### src/rtl/sd_sector_arbiter.sv
// sd_sector_arbiter
// Shares the single sector channel of the user_io SD-card emulation between
// two core-side requesters. Each transfer goes to one pending requester,
// chosen round-robin. The block synchronises the SPI-domain handshake and
// strobes, streams the 512 sector bytes and reports done/err per requester.
//
// State table:
//   IDLE  | no transfer; arbitrate pending requests
//   ISSUE | sd_rd/sd_wr asserted, waiting for sd_ack to rise
//   XFER  | streaming bytes, waiting for sd_ack to fall
//
// Ports:
//   clk, reset_n            core clock, async active-low reset
//   req_rd/req_wr [1:0]     per-requester read/write request levels
//   req_lba0/1             sector address per requester
//   req_din0/1             write data for byte buf_addr per requester
//   grant/done/err [1:0]    one-hot owner, completion and error pulses
//   buf_addr/buf_dout/buf_we  requester buffer port
//   sd_lba/sd_rd/sd_wr      command to user_io
//   sd_ack/sd_dout/sd_dout_strobe/sd_din_strobe  from user_io (SPI domain)
//   sd_din                  write byte to user_io from the granted requester
module sd_sector_arbiter #(
    parameter int TIMEOUT_BITS = 24
) (
    input  logic        clk,
    input  logic        reset_n,
    input  logic [1:0]  req_rd,
    input  logic [1:0]  req_wr,
    input  logic [31:0] req_lba0,
    input  logic [31:0] req_lba1,
    input  logic [7:0]  req_din0,
    input  logic [7:0]  req_din1,
    output logic [1:0]  grant,
    output logic [1:0]  done,
    output logic [1:0]  err,
    output logic [8:0]  buf_addr,
    output logic [7:0]  buf_dout,
    output logic        buf_we,
    output logic [31:0] sd_lba,
    output logic        sd_rd,
    output logic        sd_wr,
    input  logic        sd_ack,
    input  logic [7:0]  sd_dout,
    input  logic        sd_dout_strobe,
    output logic [7:0]  sd_din,
    input  logic        sd_din_strobe
);

    typedef enum logic [1:0] {
        ST_IDLE  = 2'd0,
        ST_ISSUE = 2'd1,
        ST_XFER  = 2'd2
    } state_t;

    // Bits [1:0] form the 2-FF synchroniser, bit [2] holds the previous
    // synchronised value for edge detection.
    logic [2:0] ack_q, dstb_q, istb_q;
    logic       ack_r, ack_f, dstb, istb, activity;

    always_ff @(posedge clk or negedge reset_n) begin
        if (!reset_n) begin
            ack_q  <= '0;
            dstb_q <= '0;
            istb_q <= '0;
        end else begin
            ack_q  <= {ack_q[1:0], sd_ack};
            dstb_q <= {dstb_q[1:0], sd_dout_strobe};
            istb_q <= {istb_q[1:0], sd_din_strobe};
        end
    end

    assign ack_r    = ack_q[1] & ~ack_q[2];
    assign ack_f    = ~ack_q[1] & ack_q[2];
    assign dstb     = dstb_q[1] & ~dstb_q[2];
    assign istb     = istb_q[1] & ~istb_q[2];
    assign activity = ack_r | dstb | istb;

    state_t                  state_q, state_d;
    logic [1:0]              grant_q, grant_d;
    logic [1:0]              done_q, done_d;
    logic [1:0]              err_q, err_d;
    logic                    last_q, last_d;
    logic                    is_rd_q, is_rd_d;
    logic [31:0]             lba_q, lba_d;
    logic                    sd_rd_q, sd_rd_d;
    logic                    sd_wr_q, sd_wr_d;
    logic [8:0]              buf_addr_q, buf_addr_d;
    logic [7:0]              buf_dout_q, buf_dout_d;
    logic                    buf_we_q, buf_we_d;
    logic [9:0]              cnt_q, cnt_d;
    logic [TIMEOUT_BITS-1:0] wd_q, wd_d;

    logic [1:0] pending;
    logic       win;
    logic       wd_tc;
    logic       step;

    assign pending = req_rd | req_wr;
    // On a tie the requester that did not own the previous transfer wins.
    assign win     = (pending == 2'b11) ? ~last_q : pending[1];
    // Down-counter reloaded with all-ones; the step from 1 to 0 completes
    // 2^TIMEOUT_BITS-1 idle cycles.
    assign wd_tc   = (wd_q == TIMEOUT_BITS'(1));

    always_comb begin
        state_d    = state_q;
        grant_d    = grant_q;
        done_d     = 2'b00;
        err_d      = 2'b00;
        last_d     = last_q;
        is_rd_d    = is_rd_q;
        lba_d      = lba_q;
        sd_rd_d    = sd_rd_q;
        sd_wr_d    = sd_wr_q;
        buf_addr_d = buf_addr_q;
        buf_dout_d = buf_dout_q;
        buf_we_d   = 1'b0;
        cnt_d      = cnt_q;
        wd_d       = wd_q;
        step       = 1'b0;

        case (state_q)
            ST_IDLE: begin
                if (pending != 2'b00) begin
                    grant_d    = win ? 2'b10 : 2'b01;
                    last_d     = win;
                    is_rd_d    = req_rd[win];
                    lba_d      = win ? req_lba1 : req_lba0;
                    sd_rd_d    = req_rd[win];
                    sd_wr_d    = ~req_rd[win];
                    buf_addr_d = 9'd0;
                    cnt_d      = 10'd0;
                    wd_d       = '1;
                    state_d    = ST_ISSUE;
                end
            end

            ST_ISSUE: begin
                if (ack_r) begin
                    sd_rd_d = 1'b0;
                    sd_wr_d = 1'b0;
                    wd_d    = '1;
                    state_d = ST_XFER;
                end else if (wd_tc) begin
                    err_d   = grant_q;
                    grant_d = 2'b00;
                    sd_rd_d = 1'b0;
                    sd_wr_d = 1'b0;
                    state_d = ST_IDLE;
                end else begin
                    wd_d = wd_q - TIMEOUT_BITS'(1);
                end
            end

            ST_XFER: begin
                if (is_rd_q) begin
                    if (dstb) begin
                        buf_we_d   = 1'b1;
                        buf_dout_d = sd_dout;
                    end
                    // Address advances the cycle after the write strobe so
                    // buf_addr is valid alongside buf_we.
                    step = buf_we_q;
                end else begin
                    step = istb;
                end

                if (step) begin
                    if (cnt_q != 10'h3FF) begin
                        cnt_d = cnt_q + 10'd1;
                    end
                    if (buf_addr_q != 9'd511) begin
                        buf_addr_d = buf_addr_q + 9'd1;
                    end
                end

                if (ack_f) begin
                    if (cnt_q >= 10'd512) begin
                        done_d = grant_q;
                    end else begin
                        err_d = grant_q;
                    end
                    grant_d = 2'b00;
                    state_d = ST_IDLE;
                end else if (activity) begin
                    wd_d = '1;
                end else if (wd_tc) begin
                    err_d   = grant_q;
                    grant_d = 2'b00;
                    state_d = ST_IDLE;
                end else begin
                    wd_d = wd_q - TIMEOUT_BITS'(1);
                end
            end

            default: begin
                grant_d = 2'b00;
                sd_rd_d = 1'b0;
                sd_wr_d = 1'b0;
                state_d = ST_IDLE;
            end
        endcase
    end

    always_ff @(posedge clk or negedge reset_n) begin
        if (!reset_n) begin
            state_q    <= ST_IDLE;
            grant_q    <= 2'b00;
            done_q     <= 2'b00;
            err_q      <= 2'b00;
            last_q     <= 1'b1;
            is_rd_q    <= 1'b0;
            lba_q      <= 32'd0;
            sd_rd_q    <= 1'b0;
            sd_wr_q    <= 1'b0;
            buf_addr_q <= 9'd0;
            buf_dout_q <= 8'd0;
            buf_we_q   <= 1'b0;
            cnt_q      <= 10'd0;
            wd_q       <= '1;
        end else begin
            state_q    <= state_d;
            grant_q    <= grant_d;
            done_q     <= done_d;
            err_q      <= err_d;
            last_q     <= last_d;
            is_rd_q    <= is_rd_d;
            lba_q      <= lba_d;
            sd_rd_q    <= sd_rd_d;
            sd_wr_q    <= sd_wr_d;
            buf_addr_q <= buf_addr_d;
            buf_dout_q <= buf_dout_d;
            buf_we_q   <= buf_we_d;
            cnt_q      <= cnt_d;
            wd_q       <= wd_d;
        end
    end

    always_comb begin
        sd_din = 8'h00;
        if (grant_q[0]) begin
            sd_din = req_din0;
        end else if (grant_q[1]) begin
            sd_din = req_din1;
        end
    end

    assign grant    = grant_q;
    assign done     = done_q;
    assign err      = err_q;
    assign buf_addr = buf_addr_q;
    assign buf_dout = buf_dout_q;
    assign buf_we   = buf_we_q;
    assign sd_lba   = lba_q;
    assign sd_rd    = sd_rd_q;
    assign sd_wr    = sd_wr_q;

endmodule

### config.mk
export PLATFORM = sky130hd
export DESIGN_NAME = sd_sector_arbiter
export DESIGN_NICKNAME = d
export VERILOG_FILES = /design/src/rtl/sd_sector_arbiter.sv
export SDC_FILE = /design/constraint.sdc
export NUM_CORES = 1
export LEC_CHECK = 0
export CAP_MARGIN = 20
export CORE_MARGIN = 2
export CORE_UTILIZATION = 50
export DETAILED_ROUTE_END_ITERATION = 8
export GPL_ROUTABILITY_DRIVEN = 0
export HOLD_SLACK_MARGIN = 0.05
export PLACE_DENSITY_LB_ADDON = 0.08
export SYNTH_ARGS = -nofsm -noshare
export SYNTH_HDL_FRONTEND = slang
export SYNTH_SLANG_ARGS = --single-unit
### constraint.sdc
create_clock -name clk -period 4.1 [get_ports clk]
set_clock_uncertainty 0.1 [all_clocks]
set_input_delay 1.23 -clock clk [delete_from_list [all_inputs] [get_ports clk]]
set_output_delay 1.23 -clock clk [all_outputs]
set_load 0.02 [all_outputs]
# ---- Yosys cells after proc, flatten, opt, wreduce, memory -nomap -nowiden
# Cells that the tools add are included.
dict set report word_totals {
  wordCells 115
  regBits 105
  in_bits 97
  out_inout_bits 66
}
dict set report classes {
  n_eq_ne 14
  magnitude_cmp 2
  addsub 3
  n_reduce_logical 12
  n_mux 53
  bitwise_logic 14
}
# operator count
set op_table {}
lappend op_table {{two-way mux 24 bit} 5}
lappend op_table {{case mux 24 bit (3 select lines)} 1}
lappend op_table {{two-way mux 2 bit} 19}
lappend op_table {{two-way mux 32 bit} 1}
lappend op_table {{two-way mux 10 bit} 3}
lappend op_table {{two-way mux 9 bit} 3}
lappend op_table {{equality test 24 x 1 -> 1 bit (second input constant)} 1}
lappend op_table {{subtractor 24 x 1 -> 24 bit (second input constant)} 1}
lappend op_table {{case mux 10 bit (2 select lines)} 1}
lappend op_table {{case mux 9 bit (2 select lines)} 1}
lappend op_table {{two-way mux 8 bit} 2}
lappend op_table {{two-way mux 1 bit} 12}
lappend op_table {{case mux 2 bit (3 select lines)} 2}
lappend op_table {{AND reduction 3 bit} 4}
lappend op_table {{adder 10 x 1 -> 10 bit (second input constant)} 1}
lappend op_table {{>= comparator 10 bit (second input constant)} 1}
lappend op_table {{!= test 10 bit (second input constant)} 1}
lappend op_table {{!= test 2 bit (second input constant)} 5}
lappend op_table {{adder 9 x 1 -> 9 bit (second input constant)} 1}
lappend op_table {{!= test 9 bit (second input constant)} 1}
lappend op_table {{AND reduction 4 bit} 2}
lappend op_table {{inverter 1 bit} 7}
lappend op_table {{!= test 3 bit (second input constant)} 2}
lappend op_table {{case mux 1 bit (3 select lines)} 2}
lappend op_table {{12 further kinds} 19}

# ---- Logic depth before layout (Yosys ltp)
dict set report depth {
  depth_word 8
  mapped_depth 10
  depth_no_buf 8
}

# ---- Worst setup path after synthesis
# No wires, ideal clock.
dict set report synth_timing {
  path_kind {input-to-reg}
  from {in req_wr[1]}
  to {reg wd_q[8]}
  setup_ns 0.080
  n_path_buf 2
  arrival_ns 2.813
  stages 7
  t_required_ns 3.920
  path_slack_ns 1.108
  path_cell_list {nor4_1 -> and2_1 -> or3_1 -> clkbuf_1 -> clkbuf_1 -> a21oi_1 -> o22a_1}
}
dict set report synth_between {
  elab_chain_len 4
}
# item line_no
set synth_lines {}
lappend synth_lines {{start, declared} 28} ;# input logic [1:0] req_wr,
lappend synth_lines {{OR 2 bit} 98} ;# assign pending = req_rd | req_wr;
lappend synth_lines {{nonzero test 2 bit} 124} ;# if (pending != 2'b00) begin
lappend synth_lines {{!= test 2 bit (no line)} --}
lappend synth_lines {{AND reduction 3 bit (no line)} --}
lappend synth_lines {{end signal, assigned} 235} ;# wd_q <= wd_d;
lappend synth_lines {{end, declared} 91} ;# logic [TIMEOUT_BITS-1:0] wd_q, wd_d;
# No other way between the ends.
# A chain may end at the register's enable or synchronous reset.

# ---- Final worst setup path
dict set report layout_timing {
  from {in req_din1[3]}
  to {out sd_din[3]}
}
dict set report layout_between {
  elab_chain_len 2
}
# item line_no
set layout_lines {}
lappend layout_lines {{start, declared} 32} ;# input logic [7:0] req_din1,
lappend layout_lines {{two-way mux 8 bit} 243} ;# end else if (grant_q[1]) begin
lappend layout_lines {{two-way mux 8 bit} 241} ;# if (grant_q[0]) begin
lappend layout_lines {{end, declared} 45} ;# output logic [7:0] sd_din,
# No other way between the ends.

==> flow_metrics.tcl <==
set metrics [dict create \
    status "completed" \
    peakVddDrop_mv 0.3829 \
    first_pass_iters 4 \
    p_total_mw 5.304 \
    crit_family "buffers and inverters" \
    clk_pin_slew_ns 0.10 \
    tightest_slew_ns 0.9682 \
    p_leak_nw 3.067 \
    synth_edf_count 0 \
    grt_pass1_vias 4734 \
    postCtsSetupRepairBufs 0 \
    slowest_delay_ns 0.60 \
    netlist.area_leader.share 0.3625 \
    clk_path_buf_depth 2 \
    layout_commonest_cell "clkdlybuf4s50_1" \
    synth_seq_cells 105 \
    setup_viol 0 \
    pwr-share-seq 0.336 \
    final_cell_mix "161 x clkdlybuf4s50_1, 80 x dfrtp_1, 64 x o21ai_0" \
    root_buffer "clkbuf_8" \
    drc 0 \
    crit_buf_inv 2 \
    p_sw_frac 0.4147 \
    cell_internal_pwr_mw 3.104 \
    min_path_type "reg -> reg" \
    die_y_um 109.1 \
    cp.required_ns 2.77 \
    period_share 0.9230 \
    synth_cells 562 \
    finalCriticalPeriod_ns 3.784 \
    cts.sinks 105 \
    syn_nets 669 \
    drt_wl_total_mm 14.10 \
    switchingPower_mw 2.200 \
    crit_path_cell_trace "clkdlybuf4s50_1 > a22o_1 > clkdlybuf4s50_1" \
    grt_max_degree 106 \
    die_x_um 109.1 \
    layout.area.seq_um2 2659 \
    io_buffers 162 \
    crit_path_frequent_cell "clkdlybuf4s50_1" \
    fmax_mhz 264.2 \
    antenna_cells 0 \
    syn_area_per_cell_um2 9.827 \
    slowest_stage "clkdlybuf4s50_1" \
    die_area_um2 11900 \
    cap_violations 0 \
    place_area_um2 7253 \
    multi_input_area_um2 2660 \
    tritoncts "yes" \
    htree_levels 3 \
    io_pins 163 \
    grt.overflow.total 0 \
    design_area_um2 7517 \
    yosys_warnings 0 \
    grt_pass1_wl_mm 22.80 \
    syn-cell-area_um2 5523 \
    num_vias 4922 \
    first_iter_violations 292 \
    rsz0062_at_grt "false" \
    routedWlPerCell_um 16.53 \
    async_flop_share 1.000 \
    grt_use_total 0.2450 \
    rows 38 \
    slew_headroom 0.3521 \
    core_area_um2 10790 \
    dp_slack_ns 0.2915 \
    pwr-share-comb 0.518 \
    power_density_nw_per_um2 705.5 \
    crit_path_end_kind "primary output" \
    area_growth_pct 36.11 \
    synth_area_leaders "dfrtp_1 36%, dfstp_2 12%, mux2i_1 6.0%" \
    yosysTopAreaCell "dfrtp_1" \
    slew_viol_final 0 \
    finalHoldViolations 0 \
    nFillCells 788 \
    initial_core_util 0.5117 \
    ant_nets 0 \
    fin_setup_tns_ns 0 \
    drt-vias-per-instance 5.770 \
    final_layout_size_suffix_gt1_frac 0.1010 \
    cp_max_fo 1 \
    ctsResizeCount 0 \
    setup_ws_ns 0.3157 \
    nets 815 \
    worst_setup_path_start_kind "input port" \
    insertion_delay_ns 0.39 \
    arrival_ns 2.45 \
    holdWs_ns 0.2619 \
    cts_hold_buf 0 \
    p_clk_frac 0.146 \
    ys_seq_area_frac 0.4814 \
    critPathKind "in -> out" \
    grt_antenna_before_repair 0 \
    dpl.hpwl_mm 10.15 \
    yosys.cell_types.count 58 \
    cts_buffers 9 \
    synth_ff_type "dfrtp_1" \
]
-- state kept, by name (all words and copies together) (netlist names), 3 cells and up --
| signal | flops |
|---|---|
| wd_q | 24 |
| ack_q | 3 |
| sd_lba | 32 |
| buf_dout | 8 |
| cnt_q | 10 |
| istb_q | 3 |
| dstb_q | 3 |
| buf_addr | 9 |
-- layout make-up --
type,count,area share
clock buffer,10,0.01698
clock inverter,6,0.01548
inverter,16,0.007989
multi-input combinational,404,0.3539
sequential,105,0.3537
tap,140,0.02330
timing repair buffer,172,0.2287
-- kinds of logic (layout without fill, tap and decap cells) --
group,Yosys count,count (layout),share of synthesized area
AOI/OAI and AO/OA,179,179,0.2080
and+or+nand+nor,167,167,0.1604
DFF,105,105,0.4814
buffers and inverters,53,204,0.03942
muxes,43,43,0.08020
adders and majority gates,10,10,0.02266
xor gates and xnor gates,5,5,0.007929
-- power groups by stage --
stage / Sequential [mW] / Combinational (mW) / Clock [mW]
4_1_cts: 1.78 / 2.74 / 0.797
2_1_floorplan: 1.99 / 1.50 / 0
3_3_place_gp: 1.77 / 2.67 / 0
3_5_place_dp: 1.79 / 2.74 / 0
5_1_grt: 1.83 / 3.01 / 0.833
6_report: 1.78 / 2.75 / 0.776
-- final timing paths --
kind | startpoint | end | slack (ns) | depth (start not counted)
setup / recovery | req_din1[3] | sd_din[3] | 0.32 | 3
hold / removal | ack_q[0] | ack_q[1] | 0.26 | 0
setup reg to reg | wd_q[0] | wd_q[21] | 1.14 | 6
hold reg to reg | ack_q[0] | ack_q[1] | 0.26 | 0
max in group asynchronous | reset_n | cnt_q[4] | 2.68 | 2
min in group asynchronous | reset_n | cnt_q[6] | 0.81 | 2
-- synthesized netlist by cell type, drive strengths merged, types with 5 or more instances --
library cell	count
dfrtp	80
o22ai	5
a41oi	6
nor3	10
a21oi	31
o211ai	9
nand2b	8
o22a	10
or4	7
dfstp	25
and3	9
inv	16
nor2	26
a31oi	10
nand2	51
nand3	10
mux2i	33
a211oi	7
clkbuf	30
mux2	10
buf	7
nand4	5
nor4	10
xor2	5
o21ai	66
ha	10
a22o	9
or3	5
-- metal layers --
| metal | part of all wire | track usage | routed length [um] |
|---|---|---|---|
| met1 | 0.44 | 0.3200 | 6135 |
| met2 | 0.47 | 0.3838 | 6565 |
| met4 | 0.012 | 0.08791 | 174 |
| met5 | 0 | 0 | 0 |
| met3 | 0.087 | 0.07711 | 1225 |
-- through the flow --
| step | util | cells |
|---|---|---|
| after floorplan | - | 562 |
| after global placement | 0.6720 | 836 |
| after detailed placement | 0.6720 | 836 |
| after CTS | 0.6946 | 852 |
| after global routing | 0.6965 | 853 |
| final | 0.6965 | 853 |
No activity file was read; power rests on OpenSTA's default activity.
